==> src/rtl/count_sample_fifo.sv <==
`default_nettype none
// ============================================================================
// Module  : count_sample_fifo
// Samples a free-running counter on request into a show-ahead FIFO with
// valid/ready drain and sticky overflow. Define CNT_FIFO_WRAP_TAG_EN to add
// a counter-wrap tag bit as the MSB of each entry.
// Revision: 1.0
// ============================================================================
module count_sample_fifo #(
    parameter int WIDTH  = 4,
    parameter int DEPTH  = 8,
    parameter int ADDR_W = 3
) (
    input  logic              clk,
    input  logic              rstn,
    input  logic [WIDTH-1:0]  count_in,
    input  logic              sample_en,
    input  logic              clr_ovf,
`ifdef CNT_FIFO_WRAP_TAG_EN
    output logic [WIDTH:0]    out_data,
`else
    output logic [WIDTH-1:0]  out_data,
`endif
    output logic              out_valid,
    input  logic              out_ready,
    output logic              full,
    output logic              empty,
    output logic [ADDR_W:0]   level,
    output logic              overflow
);

`ifdef CNT_FIFO_WRAP_TAG_EN
    localparam int c_dw = WIDTH + 1;
`else
    localparam int c_dw = WIDTH;
`endif
    localparam logic [ADDR_W:0] c_depth = (ADDR_W + 1)'(DEPTH);

    logic [c_dw-1:0]   r_mem [DEPTH];
    logic [ADDR_W-1:0] r_wr_ptr;
    logic [ADDR_W-1:0] r_rd_ptr;
    logic [ADDR_W:0]   r_level;
    logic              r_full;
    logic              r_empty;
    logic              r_overflow;

    logic              w_pop;
    logic              w_push;
    logic              w_drop;
    logic [c_dw-1:0]   w_entry;
    logic [ADDR_W:0]   w_level_nxt;

    assign w_pop  = !r_empty && out_ready;
    // A full FIFO still accepts a sample when the head leaves in the same cycle.
    assign w_push = sample_en && (!r_full || w_pop);
    assign w_drop = sample_en && !w_push;

`ifdef CNT_FIFO_WRAP_TAG_EN
    logic [WIDTH-1:0] r_prev_sample;

    assign w_entry = {(count_in < r_prev_sample), count_in};

    always_ff @(posedge clk or negedge rstn) begin
        if (!rstn) begin
            r_prev_sample <= '0;
        end else if (w_push) begin
            r_prev_sample <= count_in;
        end
    end
`else
    assign w_entry = count_in;
`endif

    always_comb begin
        w_level_nxt = r_level;
        if (w_push && !w_pop) begin
            w_level_nxt = r_level + (ADDR_W + 1)'(1);
        end else if (w_pop && !w_push) begin
            w_level_nxt = r_level - (ADDR_W + 1)'(1);
        end
    end

    // Storage is reset too so the show-ahead read is all-zero out of reset.
    always_ff @(posedge clk or negedge rstn) begin
        if (!rstn) begin
            for (int i = 0; i < DEPTH; i++) begin
                r_mem[i] <= '0;
            end
        end else if (w_push) begin
            r_mem[r_wr_ptr] <= w_entry;
        end
    end

    always_ff @(posedge clk or negedge rstn) begin
        if (!rstn) begin
            r_wr_ptr   <= '0;
            r_rd_ptr   <= '0;
            r_level    <= '0;
            r_full     <= 1'b0;
            r_empty    <= 1'b1;
            r_overflow <= 1'b0;
        end else begin
            if (w_push) begin
                r_wr_ptr <= r_wr_ptr + ADDR_W'(1);
            end
            if (w_pop) begin
                r_rd_ptr <= r_rd_ptr + ADDR_W'(1);
            end
            r_level <= w_level_nxt;
            r_full  <= (w_level_nxt == c_depth);
            r_empty <= (w_level_nxt == '0);
            if (w_drop) begin
                r_overflow <= 1'b1;
            end else if (clr_ovf) begin
                r_overflow <= 1'b0;
            end
        end
    end

    assign out_data  = r_mem[r_rd_ptr];
    assign out_valid = !r_empty;
    assign full      = r_full;
    assign empty     = r_empty;
    assign level     = r_level;
    assign overflow  = r_overflow;

endmodule
`default_nettype wire

==> config.mk <==
export PLATFORM = sky130hd
export DESIGN_NAME = count_sample_fifo
export DESIGN_NICKNAME = d
export VERILOG_FILES = /design/src/rtl/count_sample_fifo.sv
export SDC_FILE = /design/constraint.sdc
export NUM_CORES = 1
export LEC_CHECK = 0
export BUFFER_PORTS_ARGS = -buffer_cell sky130_fd_sc_hd__buf_2
export CAP_MARGIN = 20
export CORE_UTILIZATION = 47
export DETAILED_ROUTE_END_ITERATION = 6
export PLACE_DENSITY = 0.74
export SETUP_SLACK_MARGIN = 0.05
export SLEW_MARGIN = 40
export SYNTH_ARGS = -nofsm -noshare
export SYNTH_HDL_FRONTEND = slang
export SYNTH_SLANG_ARGS = --single-unit
==> constraint.sdc <==
create_clock -name clk -period 5.9 [get_ports clk]
set_clock_uncertainty 0.1 [all_clocks]
set_input_delay 0.59 -clock clk [delete_from_list [all_inputs] [get_ports clk]]
set_output_delay 0.59 -clock clk [all_outputs]
set_load 0.005 [all_outputs]
; ---- Word-level counts from Yosys, hierarchy flattened
; Cells that the tools add are included.
[word_totals]
mem_bits_rw = 0
ff_bits = 45
memories = 0
latchBits = 0
word_cells = 47
in_bits = 9
mem_bits_ro = 0
[op_classes]
bitwise = 2
eq_ne = 1
n_shift = 0
mul = 0
muxes = 10
order_cmp = 3
reduce_logical = 13
addsub = 4
div = 0
[op_table]
columns = operator, n
row1 = bitwise mux 32 bit, 1
row2 = 2-to-1 mux 4 bit, 5
row3 = binary-select mux 4 bit (select 3 bit), 1
row4 = demux 4 bit (select 3 bit), 1
row5 = ">= comparator 4 bit, second input constant", 2
row6 = inverter 3 -> 4 bit, 2
row7 = "adder 3 x 1 -> 3 bit, second input constant", 2
row8 = logical AND 1 bit, 6
row9 = "adder 4 x 1 -> 4 bit, second input constant", 1
row10 = "== test 4 bit, second input constant", 1
row11 = logical NOT 1 bit, 4
row12 = logical NOT 4 bit, 1
row13 = "less-than comparator 4 x 1 -> 1 bit, second input constant", 1
row14 = "subtractor 4 x 1 -> 4 bit, second input constant", 1
row15 = 2-to-1 mux 1 bit, 2
row16 = nonzero test 2 bit, 1
row17 = logical OR 1 bit, 1

; ---- Longest topological paths before layout
; Gate-level depths: netlist of the first run.
[depth]
ltp_word = 9
ltp_mapped = 7
ltp_nobuf = 7

; ---- Worst setup path before layout of the first run
; No wires, ideal clock.
[synth_timing]
kind = register to output
from = register r_rd_ptr[0]
to = output port out_data[0]
n_path_buf = 1
path_slack_ns = 3.838
arrival_ns = 1.372
stages_incl_launch_ff = 4
cell_sequence = dfrtp_1 > buf_2 > mux4_2 > mux2_2
[synth_via]
elab_chain_cells = 4
[synth_rtl]
columns = item, line_no
row1 = start: declaration, 41  ; logic [ADDR_W-1:0] r_rd_ptr;
row2 = start signal: assignment, 107  ; r_rd_ptr <= r_rd_ptr + ADDR_W'(1);
row3 = inverter 3 -> 4 bit (implied by the code), 120  ; assign out_data = r_mem[r_rd_ptr];
row4 = binary-select mux 4 bit (select 3 bit), 120
row5 = 2-to-1 mux 4 bit (implied by the code) (2 in series), 120
row6 = end: declaration, 22  ; output logic [WIDTH-1:0] out_data,
; No other way between the ends. The select of a mux whose other input is x is not followed.

; ---- Worst setup path in the final report of the first run
; Same ends and word-level chain as after synthesis.

==> reports/metrics.yaml, run 1 <==
die_x_um: 70.0
switching_share_pct: 32.3
synth_cells: 152
rows: 24
n_antenna_cell: 0
initial_core_util_pct: 49.3
layout.cells.non_filler: 225
cts.htree.levels: 2
drtAntennaViolNets: 0
via_per_inst: 5.57
avgSynthCellArea_um2: 14.3
grt_util_met2_pct: 28.7
fmax_mhz: 367
route.detailed.drc: 0
arrival_ns: 2.03
hold_buffers: 0
power_density_nw_per_um2: 562
core_um2: 4410
setup-violations-final: 0
post_cts_resize_count: 0
ios: 21
busiest_layer: "met2"
ys_top_cells_by_count: "44 x dfrtp_1, 37 x mux2_2, 8 x mux4_2, 8 x nand2_1, 6 x inv_1"
reg2reg_from: "empty"
finalHoldViolations: 0
grt.total_usage_pct: 19.0
die_area_um2: 4900
tns_ns: 0
synthFlopType: "dfrtp_1"
wl_per_cell_um: 17.4
tritoncts: "done"
drv_slew: 0
clk_path_buf_depth: 2
drtPass1Iterations: 4
use_met3_pct: 3.90
numCtsBuffers: 5
synth.most_common_cell: "dfrtp_1"
wirelength_um: 3920
syn_to_final_growth_pct: 10.9
peakVddDrop_mv: 0.195
critical_path_required_ns: 5.21
ys_seq_elements: 45
setup_slack_ns: 3.18
power_uw: 1360
clkSinkCount: 45
dp_hpwl_um: 2790
slew_headroom_pct: 60.2
pre_cts_ws_ns: 3.44
synth_cell_types: 32
static-leakage-power_uw: 0.00106
grt_max_degree: 46
root_buffer: "clkbuf_8"
synth_edf_count: 0
start_kind: "register"
port_buffers: 20
p_seq_share_pct: 45.5
p_clk_share_pct: 16.6
gp_congestion: 0.747
cap_violations: 0
drt_iter0_markers: 87
status: "finished clean"
dp.cells: 218
synth_top_area_share_pct: 50.6
path_cells: "mux4_2, mux2_2, buf_2"
synth_area_leader_cell: "dfrtp_1"
synthArstFlopShare_pct: 100
drive_gt1_share_pct: 45.7
dieHeight_um: 70.0
clk_latency_ns: 0.30
min_path_type: "in -> async"
hold_ws_ns: 0.172
mappedNetlistNets: 165
rsz0062_at_grt: "no"
nFillCells: 365
internal-power_uw: 917
antenna_found_initial: 0
period_needed_ns: 2.72
pwr-share-comb_pct: 37.9
clk_pin_slew_worst_paths_ns: 0.08
cp-end-kind: "output port"
path_max_fanout: 10
post_cts_buffers: 0
slowest_stage: "dfrtp_1"
period_share_pct: 46.2
synth_area_leaders: "dfrtp_1 51%, mux2_2 19%, mux4_2 8.3%"
synth_area_um2: 2170
grt_pass1_vias: 1393
synth_warnings: 0
cp-startpoint: "r_rd_ptr[0]"
tightest_slew_ns: 0.597
crit_type: "reg -> out"
seq_area_frac_synth_pct: 51.8
p_sw_uw: 438
grt_pass1_wl_um: 6880
crit_buf_inv: 1
crit_path_max_incr_delay_ns: 0.73
grt_overflow: 0
critPathTopFamily: "multiplexers"
use_met1_pct: 25.6
via_count: 1253
fin_nets: 186
-- through the flow --
step	util (%)	cell area [µm²]
after global placement	52.2	2310
after floorplan	-	2170
final	54.6	2410
after CTS	54.6	2410
after detailed placement	52.3	2310
after global routing	54.6	2410
-- worst reg2reg max path, delay by kind of cell (launching register included) --
family | cells | cell delay [ns]
AOI/OAI and AO/OA | 1 | 0.38
DFF | 1 | 0.39
muxes | 1 | 0.37
and+or+nand+nor | 3 | 0.81
-- placed cells by master, fill, tap and decap left out, drive strengths merged, types with 2 or more instances in the layout --
| master | n |
|---|---|
| nand4b | 2 |
| xnor2 | 5 |
| clkbuf | 5 |
| dfrtp | 44 |
| buf | 20 |
| nand3 | 5 |
| nor3b | 2 |
| xor2 | 2 |
| nor2 | 3 |
| a21oi | 2 |
| inv | 6 |
| nand2b | 3 |
| nand2 | 8 |
| o21ai | 3 |
| mux4 | 8 |
| mux2 | 37 |
| ha | 4 |
-- kinds of logic after synthesis --
| family | Yosys count | synth area share (%) |
|---|---|---|
| multiplexers | 46 | 27.9 |
| flip-flops | 45 | 51.8 |
| AND/OR/NAND/NOR | 31 | 10.1 |
| buffers and inverters | 12 | 2.59 |
| AO/OA/AOI/OAI | 7 | 2.42 |
| XOR/XNOR | 7 | 2.82 |
| adder cells (fa/ha/maj) | 4 | 2.30 |
-- state kept, by name, summed over array words and instances (netlist names) --
name	cells
r_rd_ptr	3
r_wr_ptr	3
r_mem	32
overflow	1
full	1
empty	1
level	4
-- path summary, 6_finish.rpt --
path | end | slack (ns) | cells after the start
hold reg to reg | level[3] | 0.40 | 1
setup / recovery | out_data[0] | 3.18 | 3
setup reg to reg | r_mem[20] | 3.74 | 5
max in group asynchronous | empty | 5.14 | 1
min in group clk | overflow | 0.38 | 2
hold / removal | r_mem[7] | 0.17 | 1
-- layer usage --
layer | wire, µm | share of wire [%] | up-vias
met5 | 0 | 0 | -
met4 | 88 | 2.2 | 0
met3 | 118 | 3.0 | 8
met2 | 1850 | 47 | 20
met1 | 1860 | 48 | 633
li1 | - | - | 592
-- power groups by stage --
| stage | clock, µW | combinational (µW) | sequential, µW |
|---|---|---|---|
| finish | 225 | 514 | 617 |
| global route | 245 | 572 | 644 |
| global placement | 0 | 500 | 612 |
| floorplan | 0 | 449 | 540 |
| CTS | 232 | 522 | 618 |
| detailed placement | 0 | 520 | 624 |
-- cell type report --
type | count | area [µm²] | share of cell area, %
clock buffers | 5 | 68.8 | 2.85
inverters | 6 | 22.5 | 0.934
repair buffers | 20 | 103 | 4.25
multi-input cells | 95 | 991 | 41.1
well taps | 52 | 65.1 | 2.70
clock inverters | 2 | 35.0 | 1.45
flip-flops and latches | 45 | 1130 | 46.7
(Power assumes the default switching activity.)
==> run 2, diff against run 1 <==
ABC_AREA = 1   (was not set)
PLACE_DENSITY = 0.76   (was 0.74)
clock period = 2.5 ns   (was 5.9 ns; I/O delays follow)
==> run 2 against run 1 <==
Sequential power grew 120%; critical path depth increased by 3; register-to-register slack got worse by 2.7 ns; design area grew 5.1%; power increased by 130%; die area is 5.3% higher; utilization fell by 0.62 points; wire length up 16%; critical path type unchanged; largest cell class unchanged; highest routed layer unchanged.
==> reports/metrics.yaml, run 2 <==
critical_path_required_ns: 2.15
r2r.worst_path.cells: 7
grt.total_usage_pct: 20.3
cp-end-kind: "output port"
nFillCells: 430
synth_cells: 271
status: "finished clean"
antenna_found_initial: 0
grt_max_degree: 24
final_common_cell: "nand2_1"
fmax_mhz: 454
drtAntennaViolNets: 0
rows: 25
final_cell_mix: "66 x nand2_1, 44 x dfrtp_1, 33 x nor2_1, 27 x o21ai_1, 25 x inv_1"
tightest_slew_ns: 0.496
root_buffer: "clkbuf_8"
ios: 21
synth_warnings: 0
synth_edf_count: 0
drv_slew: 0
rsz0062_at_grt: "no"
dp_hpwl_um: 3310
drive_gt1_share_pct: 18.3
postPlaceCellArea_um2: 2430
synth.most_common_cell: "nand2_1"
grt_util_met2_pct: 32.2
synth_area_um2: 2290
die_x_um: 71.8
multi_input_area_um2: 1030
power_uw: 3150
cp-startpoint: "r_rd_ptr[0]"
drt_iter0_markers: 120
avgSynthCellArea_um2: 8.46
period_needed_ns: 2.20
period_share_pct: 88.1
setup-violations-final: 0
busiest_layer: "met2"
drtPass1Iterations: 4
dp.cells: 340
clkSinkCount: 45
use_met1_pct: 26.3
via_count: 1738
synthArstFlopShare_pct: 100
wl_per_cell_um: 13.0
via_per_inst: 4.98
synth_cell_types: 24
fin_nets: 307
dieHeight_um: 71.8
synth_area_leaders: "dfrtp_1 48%, nand2_1 11%, o21ai_1 5.9%"
initial_core_util_pct: 48.9
arrival_ns: 1.85
reg2reg_from: "empty"
cap_violations: 0
power_density_nw_per_um2: 1240
synth_area_leader_cell: "dfrtp_1"
synthFlopType: "dfrtp_1"
port_buffers: 20
clk_latency_ns: 0.29
grt_pass1_wl_um: 7820
seq_area_frac_synth_pct: 49.2
cts.htree.levels: 2
stdcell_area_um2: 2530
tns_ns: 0
numCtsBuffers: 5
finalHoldViolations: 0
peakVddDrop_mv: 0.535
start_kind: "register"
path_max_fanout: 18
static-leakage-power_uw: 0.00135
min_path_type: "in -> reg"
r2r-end: "full"
crit_path_end: "out_data[3]"
synth_top_area_share_pct: 48.0
die_area_um2: 5160
use_met3_pct: 5.06
hold_buffers: 1
grt_pass1_vias: 1714
crit_type: "reg -> out"
tritoncts: "done"
largest_reg_flops: 32
clk_path_buf_depth: 2
gp_congestion: 0.837
clk_pin_slew_worst_paths_ns: 0.08
wirelength_um: 4530
route.detailed.drc: 0
layout.cells.non_filler: 349
final_util_pct: 54.0
n_antenna_cell: 0
r2r_slack_ns: 1.03
ys_top_cells_by_count: "66 x nand2_1, 44 x dfrtp_1, 33 x nor2_1"
mappedNetlistNets: 284
core_um2: 4690
slew_headroom_pct: 67.0
grt_overflow: 0
syn_to_final_growth_pct: 10.6
post_cts_buffers: 0
register_area_um2: 1130
ys_seq_elements: 45
top_register: "r_mem"
post_cts_resize_count: 0
run 2: critical path, stage by stage, from the launching register on:
cell	delay [ns]
dfrtp_1	0.62
inv_1	0.34
o21ai_0	0.23
o21ai_0	0.11
nand2_1	0.08
nand2_1	0.05
buf_2	0.12
run 2: cell families after synthesis:
family                   Yosys count  synth area share, %
buffers and inverters             32                 5.68
AND/OR/NAND/NOR                  126                 26.8
AO/OA/AOI/OAI                     60                 14.6
XOR/XNOR                           4                 1.53
adder cells (fa/ha/maj)            4                 2.18
flip-flops                        45                 49.2
run 2: area by class of cell:
class | count | area share, %
tap | 54 | 2.67
clock buffer | 8 | 3.55
inverter | 26 | 3.85
multi-input combinational | 194 | 40.8
sequential | 45 | 44.5
timing repair buffer | 22 | 4.64
run 2: worst min path at each step:
stage                 start   endpoint  slack [ns]  cells after the start
CTS                 clr_ovf   overflow        0.05                      2
finish              clr_ovf   overflow        0.06                      2
floorplan              rstn       full       -0.15                      0
detailed placement     rstn  r_mem[16]        0.15                      1
global route        clr_ovf   overflow        0.05                      2
global placement       rstn  r_mem[16]        0.14                      1
run 2: report_power, final:
group / switching [µW] / internal [µW]
Sequential: 316 / 1060
Clock: 235 / 226
Combinational: 772 / 541
run 2: layer usage:
metal	vias up	part of all wire [%]	routed length, µm
met5	-	0	0
met4	0	1.7	78
met3	6	3.5	159
met2	28	45	2050
met1	784	50	2240
li1	920	-	-
run 2: per-stage QoR:
stage                     hold WS (ns)  worst slack [ns]
after global routing            0.0511             0.114
after global placement           0.141             0.737
final                           0.0550             0.296
after detailed placement         0.147             0.639
after floorplan                 -0.146              1.05
after CTS                       0.0484             0.302
